## config.mk

```make
export PLATFORM = sky130hd
export DESIGN_NAME = pattern_frame_gen_flat
export DESIGN_NICKNAME = d
export VERILOG_FILES = /design/src/rtl/pattern_frame_gen_if.sv /design/src/rtl/pattern_frame_gen.sv /design/src/flat_wrapper.sv
export SDC_FILE = /design/constraint.sdc
export NUM_CORES = 1
export LEC_CHECK = 0
export CAP_MARGIN = 20
export CORE_ASPECT_RATIO = 1.75
export CORE_UTILIZATION = 64
export CTS_BUF_LIST = sky130_fd_sc_hd__clkbuf_4 sky130_fd_sc_hd__clkbuf_8 sky130_fd_sc_hd__clkbuf_16
export DETAILED_ROUTE_END_ITERATION = 7
export DONT_BUFFER_PORTS = 1
export GPL_ROUTABILITY_DRIVEN = 1
export PLACE_DENSITY_LB_ADDON = 0.2
export SYNTH_ARGS = -nofsm -noshare
export SYNTH_HDL_FRONTEND = slang
export SYNTH_SLANG_ARGS = --single-unit
export TNS_END_PERCENT = 20
```

## constraint.sdc

```tcl
create_clock -name clk -period 5.2 [get_ports clk]
set_input_delay 0.52 -clock clk [delete_from_list [all_inputs] [get_ports clk]]
set_output_delay 0.52 -clock clk [all_outputs]
set_load 0.02 [all_outputs]
```

## src/rtl/pattern_frame_gen_if.sv

```systemverilog
// Video stream bundle: run control in, frame/line/data valids and pixel out.
interface pattern_frame_gen_if;
  logic       en;
  logic [2:0] sel;
  logic       fval;
  logic       lval;
  logic       dval;
  logic [7:0] pix_data;
  logic       frame_done;
  logic       busy;

  // Generator side.
  modport master (
    input  en,
    input  sel,
    output fval,
    output lval,
    output dval,
    output pix_data,
    output frame_done,
    output busy
  );

  // Consumer side.
  modport slave (
    output en,
    output sel,
    input  fval,
    input  lval,
    input  dval,
    input  pix_data,
    input  frame_done,
    input  busy
  );
endinterface

```

## src/rtl/pattern_frame_gen.sv

```systemverilog
// Camera-link style test-pattern frame generator: fval/lval/dval timing plus
// a selectable 8-bit pattern. Outputs are loaded from next-state values so
// every output is a flop and they all move on the same edge.
module pattern_frame_gen #(
  parameter int unsigned WIDTH     = 640,
  parameter int unsigned HEIGHT    = 480,
  parameter int unsigned H_BLANK   = 16,
  parameter int unsigned V_BLANK   = 32,
  parameter int unsigned FV_LV_GAP = 4,
  parameter int unsigned BAR_W     = 80,
  parameter int unsigned BAR_H     = 60
) (
  input logic                 clk,
  input logic                 rst,
  pattern_frame_gen_if.master io_vid
);

  localparam int unsigned HvMax  = (H_BLANK > V_BLANK) ? H_BLANK : V_BLANK;
  localparam int unsigned CntMax = (HvMax > FV_LV_GAP) ? HvMax : FV_LV_GAP;
  localparam int unsigned CntW   = (CntMax > 1) ? $clog2(CntMax) : 1;

  localparam logic [CntW-1:0] GapLast  = CntW'(FV_LV_GAP - 1);
  localparam logic [CntW-1:0] HBlkLast = CntW'(H_BLANK - 1);
  localparam logic [CntW-1:0] VBlkLast = CntW'(V_BLANK - 1);
  localparam logic [11:0]     XLast    = 12'(WIDTH - 1);
  localparam logic [11:0]     YLast    = 12'(HEIGHT - 1);
  localparam logic [11:0]     BxLast   = 12'(BAR_W - 1);
  localparam logic [11:0]     ByLast   = 12'(BAR_H - 1);

  typedef enum logic [2:0] {StIdle, StFvPre, StLine, StHBlk, StFvPost, StVBlk} state_e;

  state_e          r_state, w_state_nxt;
  logic [CntW-1:0] r_cnt, w_cnt_nxt;
  logic [11:0]     r_x, w_x_nxt, r_y, w_y_nxt;
  logic [11:0]     r_bx, w_bx_nxt, r_sx, w_sx_nxt;   // pixel within strap, strap index
  logic [11:0]     r_by, w_by_nxt, r_sy, w_sy_nxt;   // line within bar, bar index
  logic [2:0]      r_sel, w_sel_nxt;
  logic            w_start, w_done_nxt;
  logic [5:0]      w_diff;
  logic [7:0]      w_pix_nxt;

  logic            r_fval, r_lval, r_frame_done, r_busy;
  logic [7:0]      r_pix;

  // State and counter registers.
  always_ff @(posedge clk or posedge rst) begin
    if (rst) begin
      r_state <= StIdle;
      r_cnt   <= '0;
      r_x     <= '0;
      r_y     <= '0;
      r_bx    <= '0;
      r_sx    <= '0;
      r_by    <= '0;
      r_sy    <= '0;
      r_sel   <= '0;
    end else begin
      r_state <= w_state_nxt;
      r_cnt   <= w_cnt_nxt;
      r_x     <= w_x_nxt;
      r_y     <= w_y_nxt;
      r_bx    <= w_bx_nxt;
      r_sx    <= w_sx_nxt;
      r_by    <= w_by_nxt;
      r_sy    <= w_sy_nxt;
      r_sel   <= w_sel_nxt;
    end
  end

  // Next-state and counter sequencing.
  always_comb begin
    w_state_nxt = r_state;
    w_cnt_nxt   = r_cnt;
    w_x_nxt     = r_x;
    w_y_nxt     = r_y;
    w_bx_nxt    = r_bx;
    w_sx_nxt    = r_sx;
    w_by_nxt    = r_by;
    w_sy_nxt    = r_sy;
    w_sel_nxt   = r_sel;
    w_start     = 1'b0;
    w_done_nxt  = 1'b0;
    case (r_state)
      StIdle: begin
        if (io_vid.en) w_start = 1'b1;
      end
      StFvPre: begin
        if (r_cnt == GapLast) begin
          w_state_nxt = StLine;
          w_cnt_nxt   = '0;
        end else begin
          w_cnt_nxt = r_cnt + 1'b1;
        end
      end
      StLine: begin
        if (r_x == XLast) begin
          w_cnt_nxt   = '0;
          w_state_nxt = (r_y == YLast) ? StFvPost : StHBlk;
        end else begin
          w_x_nxt = r_x + 1'b1;
          if (r_bx == BxLast) begin
            w_bx_nxt = '0;
            w_sx_nxt = r_sx + 1'b1;
          end else begin
            w_bx_nxt = r_bx + 1'b1;
          end
        end
      end
      StHBlk: begin
        if (r_cnt == HBlkLast) begin
          w_state_nxt = StLine;
          w_cnt_nxt   = '0;
          w_x_nxt     = '0;
          w_bx_nxt    = '0;
          w_sx_nxt    = '0;
          w_y_nxt     = r_y + 1'b1;
          if (r_by == ByLast) begin
            w_by_nxt = '0;
            w_sy_nxt = r_sy + 1'b1;
          end else begin
            w_by_nxt = r_by + 1'b1;
          end
        end else begin
          w_cnt_nxt = r_cnt + 1'b1;
        end
      end
      StFvPost: begin
        if (r_cnt == GapLast) begin
          w_state_nxt = StVBlk;
          w_cnt_nxt   = '0;
          w_done_nxt  = 1'b1;
        end else begin
          w_cnt_nxt = r_cnt + 1'b1;
        end
      end
      StVBlk: begin
        if (r_cnt == VBlkLast) begin
          if (io_vid.en) w_start = 1'b1;
          else           w_state_nxt = StIdle;
        end else begin
          w_cnt_nxt = r_cnt + 1'b1;
        end
      end
      default: w_state_nxt = StIdle;
    endcase
    // Frame start: clear all position counters and latch the pattern select.
    if (w_start) begin
      w_state_nxt = StFvPre;
      w_cnt_nxt   = '0;
      w_x_nxt     = '0;
      w_y_nxt     = '0;
      w_bx_nxt    = '0;
      w_sx_nxt    = '0;
      w_by_nxt    = '0;
      w_sy_nxt    = '0;
      w_sel_nxt   = io_vid.sel;
    end
  end

  // Pattern for the pixel that will be presented next cycle; zero outside lines.
  always_comb begin
    w_pix_nxt = 8'd0;
    w_diff    = w_x_nxt[5:0] - w_y_nxt[5:0];
    if (w_state_nxt == StLine) begin
      case (w_sel_nxt)
        3'b000:  w_pix_nxt = (w_sx_nxt > 12'd7) ? 8'hFF : {w_sx_nxt[2:0], 5'd0};
        3'b001:  w_pix_nxt = (w_sy_nxt > 12'd7) ? 8'hFF : {w_sy_nxt[2:0], 5'd0};
        3'b010:  w_pix_nxt = w_x_nxt[7:0] + w_y_nxt[7:0];
        3'b011:  w_pix_nxt = (w_x_nxt[5] ^ w_y_nxt[5]) ? 8'hFF : 8'h00;
        3'b110:  w_pix_nxt = (w_x_nxt[6] ^ w_y_nxt[6]) ? w_x_nxt[7:0] : w_y_nxt[7:0];
        3'b111:  w_pix_nxt = (w_diff[5:3] == 3'd0) ? 8'hFF : 8'd64;
        default: w_pix_nxt = 8'd0;
      endcase
    end
  end

  // Registered outputs.
  always_ff @(posedge clk or posedge rst) begin
    if (rst) begin
      r_fval       <= 1'b0;
      r_lval       <= 1'b0;
      r_pix        <= 8'd0;
      r_frame_done <= 1'b0;
      r_busy       <= 1'b0;
    end else begin
      r_fval       <= (w_state_nxt == StFvPre) || (w_state_nxt == StLine) ||
                      (w_state_nxt == StHBlk)  || (w_state_nxt == StFvPost);
      r_lval       <= (w_state_nxt == StLine);
      r_pix        <= w_pix_nxt;
      r_frame_done <= w_done_nxt;
      r_busy       <= (w_state_nxt != StIdle);
    end
  end

  assign io_vid.fval       = r_fval;
  assign io_vid.lval       = r_lval;
  assign io_vid.dval       = r_lval;
  assign io_vid.pix_data   = r_pix;
  assign io_vid.frame_done = r_frame_done;
  assign io_vid.busy       = r_busy;

endmodule

```

## src/flat_wrapper.sv

```systemverilog
// flat-port wrapper written by rule: the top's interface ports become plain ports
module pattern_frame_gen_flat 
#(
  parameter int unsigned WIDTH     = 640,
  parameter int unsigned HEIGHT    = 480,
  parameter int unsigned H_BLANK   = 16,
  parameter int unsigned V_BLANK   = 32,
  parameter int unsigned FV_LV_GAP = 4,
  parameter int unsigned BAR_W     = 80,
  parameter int unsigned BAR_H     = 60
)
  (clk, rst, io_vid_en, io_vid_sel, io_vid_fval, io_vid_lval, io_vid_dval, io_vid_pix_data, io_vid_frame_done, io_vid_busy);
  pattern_frame_gen_if io_vid_i ();
  input logic clk;
  input logic rst;
  input wire logic [$bits(io_vid_i.en)-1:0] io_vid_en;
  input wire logic [$bits(io_vid_i.sel)-1:0] io_vid_sel;
  output wire logic [$bits(io_vid_i.fval)-1:0] io_vid_fval;
  output wire logic [$bits(io_vid_i.lval)-1:0] io_vid_lval;
  output wire logic [$bits(io_vid_i.dval)-1:0] io_vid_dval;
  output wire logic [$bits(io_vid_i.pix_data)-1:0] io_vid_pix_data;
  output wire logic [$bits(io_vid_i.frame_done)-1:0] io_vid_frame_done;
  output wire logic [$bits(io_vid_i.busy)-1:0] io_vid_busy;
  assign io_vid_i.en = io_vid_en;
  assign io_vid_i.sel = io_vid_sel;
  assign io_vid_fval = io_vid_i.fval;
  assign io_vid_lval = io_vid_i.lval;
  assign io_vid_dval = io_vid_i.dval;
  assign io_vid_pix_data = io_vid_i.pix_data;
  assign io_vid_frame_done = io_vid_i.frame_done;
  assign io_vid_busy = io_vid_i.busy;
  pattern_frame_gen #(.WIDTH(WIDTH), .HEIGHT(HEIGHT), .H_BLANK(H_BLANK), .V_BLANK(V_BLANK), .FV_LV_GAP(FV_LV_GAP), .BAR_W(BAR_W), .BAR_H(BAR_H)) u_core (.clk(clk), .rst(rst), .io_vid(io_vid_i));
endmodule
```

==> reports/qor.yml <==
run_status:
  outcome: "completed"
route:
  detail-route-antenna-nets: 0
  drtIter0Drc: 588
  vias_per_cell: 6.66
  drc: 0
  vias: 5455
  drtPass1Iterations: 5
  totalWireLength_um: 15500
  wl_per_cell_um: 18.9
logic_synthesis:
  synth.area.top_cells: "dfrtp_1 40%, o21ai_0 5.4%, nand2_1 5.0%"
  synthMuxAreaShare_pct: 0.843
  ys_seq_area_share_pct: 40.0
  synthDistinctLibCells: 74
  yosys_warnings: 0
  synth_edf_count: 0
  synth_compound_area_share_pct: 17.3
  avgSynthCellArea_um2: 8.52
  syn_inst: 697
  yosys.area.top_type_share_pct: 40.0
  async_reset_ff_share_pct: 100
  netlist_area_um2: 5940
  synthFlopType: "dfrtp_1"
  synth_xor_area_share_pct: 5.16
  synth-seq-cells: 95
  synth_fa_ha_area_share_pct: 5.31
  yosys.area_share.simple_pct: 27.7
  synth_top_family_by_area: "simple AND/OR/NAND/NOR gates"
  synthesis.nets: 726
  synth_top_cell_by_area: "dfrtp_1"
sta:
  timing.slew.headroom_pct: 50.6
  hold_violations: 0
  finalCriticalPeriod_ns: 4.24
  period_share_pct: 81.6
  fin_skew_ns: 0.00515
  final-setup-viol-count: 0
  fin_setup_tns_ns: 0
  report.final.slew_viol_count: 0
  grt_setup_unrepaired: "false"
  tightestPinTransition_ns: 0.737
  clock.fmax_ghz: 0.236
  hold_ws_ns: 0.115
grt:
  grt_pass1_wl_um: 25400
  grt-ovfl-total: 0
  track_usage_pct: 35.0
  antenna_found_initial: 0
  first_global_vias: 5364
  grt_max_degree: 49
floorplanning:
  die_area_um2: 9680
  start_util_pct: 65.7
  die_x_um: 74.8
  rows: 46
  die_h_um: 129
  ios: 19
  coreArea_um2: 9040
job:
  cap_violations: 0
cts:
  root_buffer: "clkbuf_16"
  ctsResizeCount: 0
  clock-sinks: 95
  cts_buffers: 9
  cts.htree.levels: 3
  clockBufferDepth: 2
  cts_tree: "yes"
  clk_pin_slew_ns: 0.07
  clock_latency_ns: 0.35
  post_cts_buffers: 0
  postCtsHoldBufs: 0
place:
  dp_hpwl_um: 11200
  portBuffers: 0
  gp_congestion: 0.961
power:
  p_comb_share_pct: 39.6
  switchingPower_uw: 1260
  internal_power_uw: 1760
  seq_power_share_pct: 36.7
  p_sw_share_pct: 41.6
  power.density_nw_per_um2: 472
  pwr-share-clk_pct: 23.7
  leakage_uw: 0.00274
  max-vdd-ir-drop_uv: 250
finish:
  num_antenna_cells: 0
  fill_cells: 722
  final_nets: 724
  syn_to_final_growth_pct: 7.67
  drive_above_1_share_pct: 6.29
worst_setup_path:
  cp_slowest_stage_delay_ns: 0.46
  worst-path-buf-inv: 0
  crit_chain: "ha_1 -> and3_1 -> ha_1 -> and3_1 -> nor2_1 -> nand2_1 -> o21ai_0 -> ha_1 -> a21oi_1 -> maj3_1 -> o221a_2 -> a31o_2 -> a32oi_4 -> a31oi_1"
  worstSetupPathType: "reg -> reg"
  cp_max_fo: 8
  endpoint_kind: "flip-flop"
  cp_common_cell: "ha_1"
  cpLargestDelayFamily: "compound AO/OA/AOI/OAI gates"
  startpoint_type: "flip-flop"
  cp_slowest_cell: "nor2_1"
  cp.required_ns: 5.40
  rr_worst_depth: 14
  crit_cells: 14
  arrival_ns: 4.44
hold_path:
  holdCritPathClass: "in -> async"
## synth_stat cells (6+ instances only)
cell      number
xor2_1        19
a31oi_1       10
ha_1          22
dfrtp_1       95
inv_1         27
nand2_1       79
nor2_1        72
nor3_1        16
o31ai_1        7
or3_1          9
a21oi_1       38
or4_1          7
and3_1        26
o21ai_0       64
nand3_1       37
clkbuf_1      18
nand4_1       20
xnor2_1       16
nor4_1         6
o211ai_1       9
## flip-flops by register name, indices dropped and copies added (netlist names)
name,flops
u_core.io_vid.dval,1
u_core.r_bx,12
u_core.r_by,12
u_core.r_sy,12
u_core.io_vid.busy,1
u_core.io_vid.frame_done,1
u_core.io_vid.pix_data,8
u_core.r_sel,3
u_core.r_sx,12
u_core.r_state,3
u_core.r_x,12
u_core.r_y,12
u_core.r_cnt,5
u_core.io_vid.fval,1
## area by class of cell
cell class / instances / area, µm² / share of cell area [%]
well taps: 120 / 150 / 2.35
clock buffers: 10 / 239 / 3.74
clock inverters: 5 / 81.3 / 1.27
flip-flops and latches: 95 / 2380 / 37.2
multi-input cells: 548 / 3350 / 52.4
repair buffers: 11 / 82.6 / 1.29
inverters: 30 / 115 / 1.80
## per-stage QoR
| stage | cells | total power (µW) | worst slack, ns | utilization [%] | cell area (µm²) |
|---|---|---|---|---|---|
| 6_report | 819 | 3020 | 0.955 | 70.8 | 6390 |
| 3_3_place_gp | 804 | 2230 | 1.16 | 67.2 | 6070 |
| 2_1_floorplan | 697 | 1960 | 1.23 | - | 5940 |
| 3_5_place_dp | 804 | 2270 | 1.02 | 67.2 | 6070 |
| 5_1_grt | 819 | 3200 | 0.720 | 70.8 | 6390 |
| 4_1_cts | 819 | 3000 | 0.996 | 70.8 | 6390 |
## logic make-up after synthesis
kind of cell | count (synthesis)
compound gates | 166
xor+xnor | 35
fa+ha+maj | 25
buf+inv | 54
flops | 95
mux | 5
simple gates | 317
## worst reg2reg max path: cells and delay by family (launching register included)
kind | cells | cell delay [ns]
AO/OA/AOI/OAI | 6 | 1.47
AND/OR/NAND/NOR | 4 | 1.08
adder cells (fa/ha/maj) | 4 | 1.12
flip-flops | 1 | 0.41
## power by group through the flow
stage	Combinational [µW]	Clock, µW	Sequential, µW
final	1200	716	1110
after global routing	1320	753	1130
after CTS	1170	726	1100
after detailed placement	1160	0	1110
after global placement	1120	0	1110
after floorplan	917	0	1050
## cell usage in the layout (no fill, tap or decap), types with 4 or more instances in the layout
cell	count
nand4_1	20
or3_1	9
dfrtp_1	95
a31oi_1	10
and3_1	26
nand3_1	37
o211ai_1	9
and2_1	5
nor4b_1	4
nand2b_1	5
o21ai_0	64
nor4_1	6
nand2_1	79
nor2b_1	5
nor3b_1	4
ha_1	22
mux2i_1	5
xor2_1	19
nor2_1	72
nor3_1	16
inv_1	26
a21oi_1	37
xnor2_1	16
buf_4	11
or4_1	7
clkbuf_16	9
o31ai_1	7
## worst paths after layout
kind / startpoint / end / slack, ns
max in group asynchronous: rst / u_core.r_y[7]$_DFF_PP0_ / 4.02
min reg2reg: u_core.r_by[11]$_DFFE_PP0P_ / u_core.r_by[11]$_DFFE_PP0P_ / 0.50
min: rst / u_core.r_bx[8]$_DFFE_PP0P_ / 0.11
max: u_core.r_cnt[0]$_DFFE_PP0P_ / u_core.io_vid.pix_data[5]$_DFF_PP0_ / 0.96
min in group clk: io_vid_en / u_core.r_cnt[0]$_DFFE_PP0P_ / 0.45
max reg2reg: u_core.r_cnt[0]$_DFFE_PP0P_ / u_core.io_vid.pix_data[5]$_DFF_PP0_ / 0.96
## metal layers
| layer | wire length (µm) | global-route usage, % |
|---|---|---|
| met1 | 5540 | 37.3 |
| met2 | 8180 | 60.8 |
| met3 | 753 | 6.22 |
| met4 | 1020 | 24.1 |
| met5 | 0 | 0 |
(Power assumes the default switching activity.)
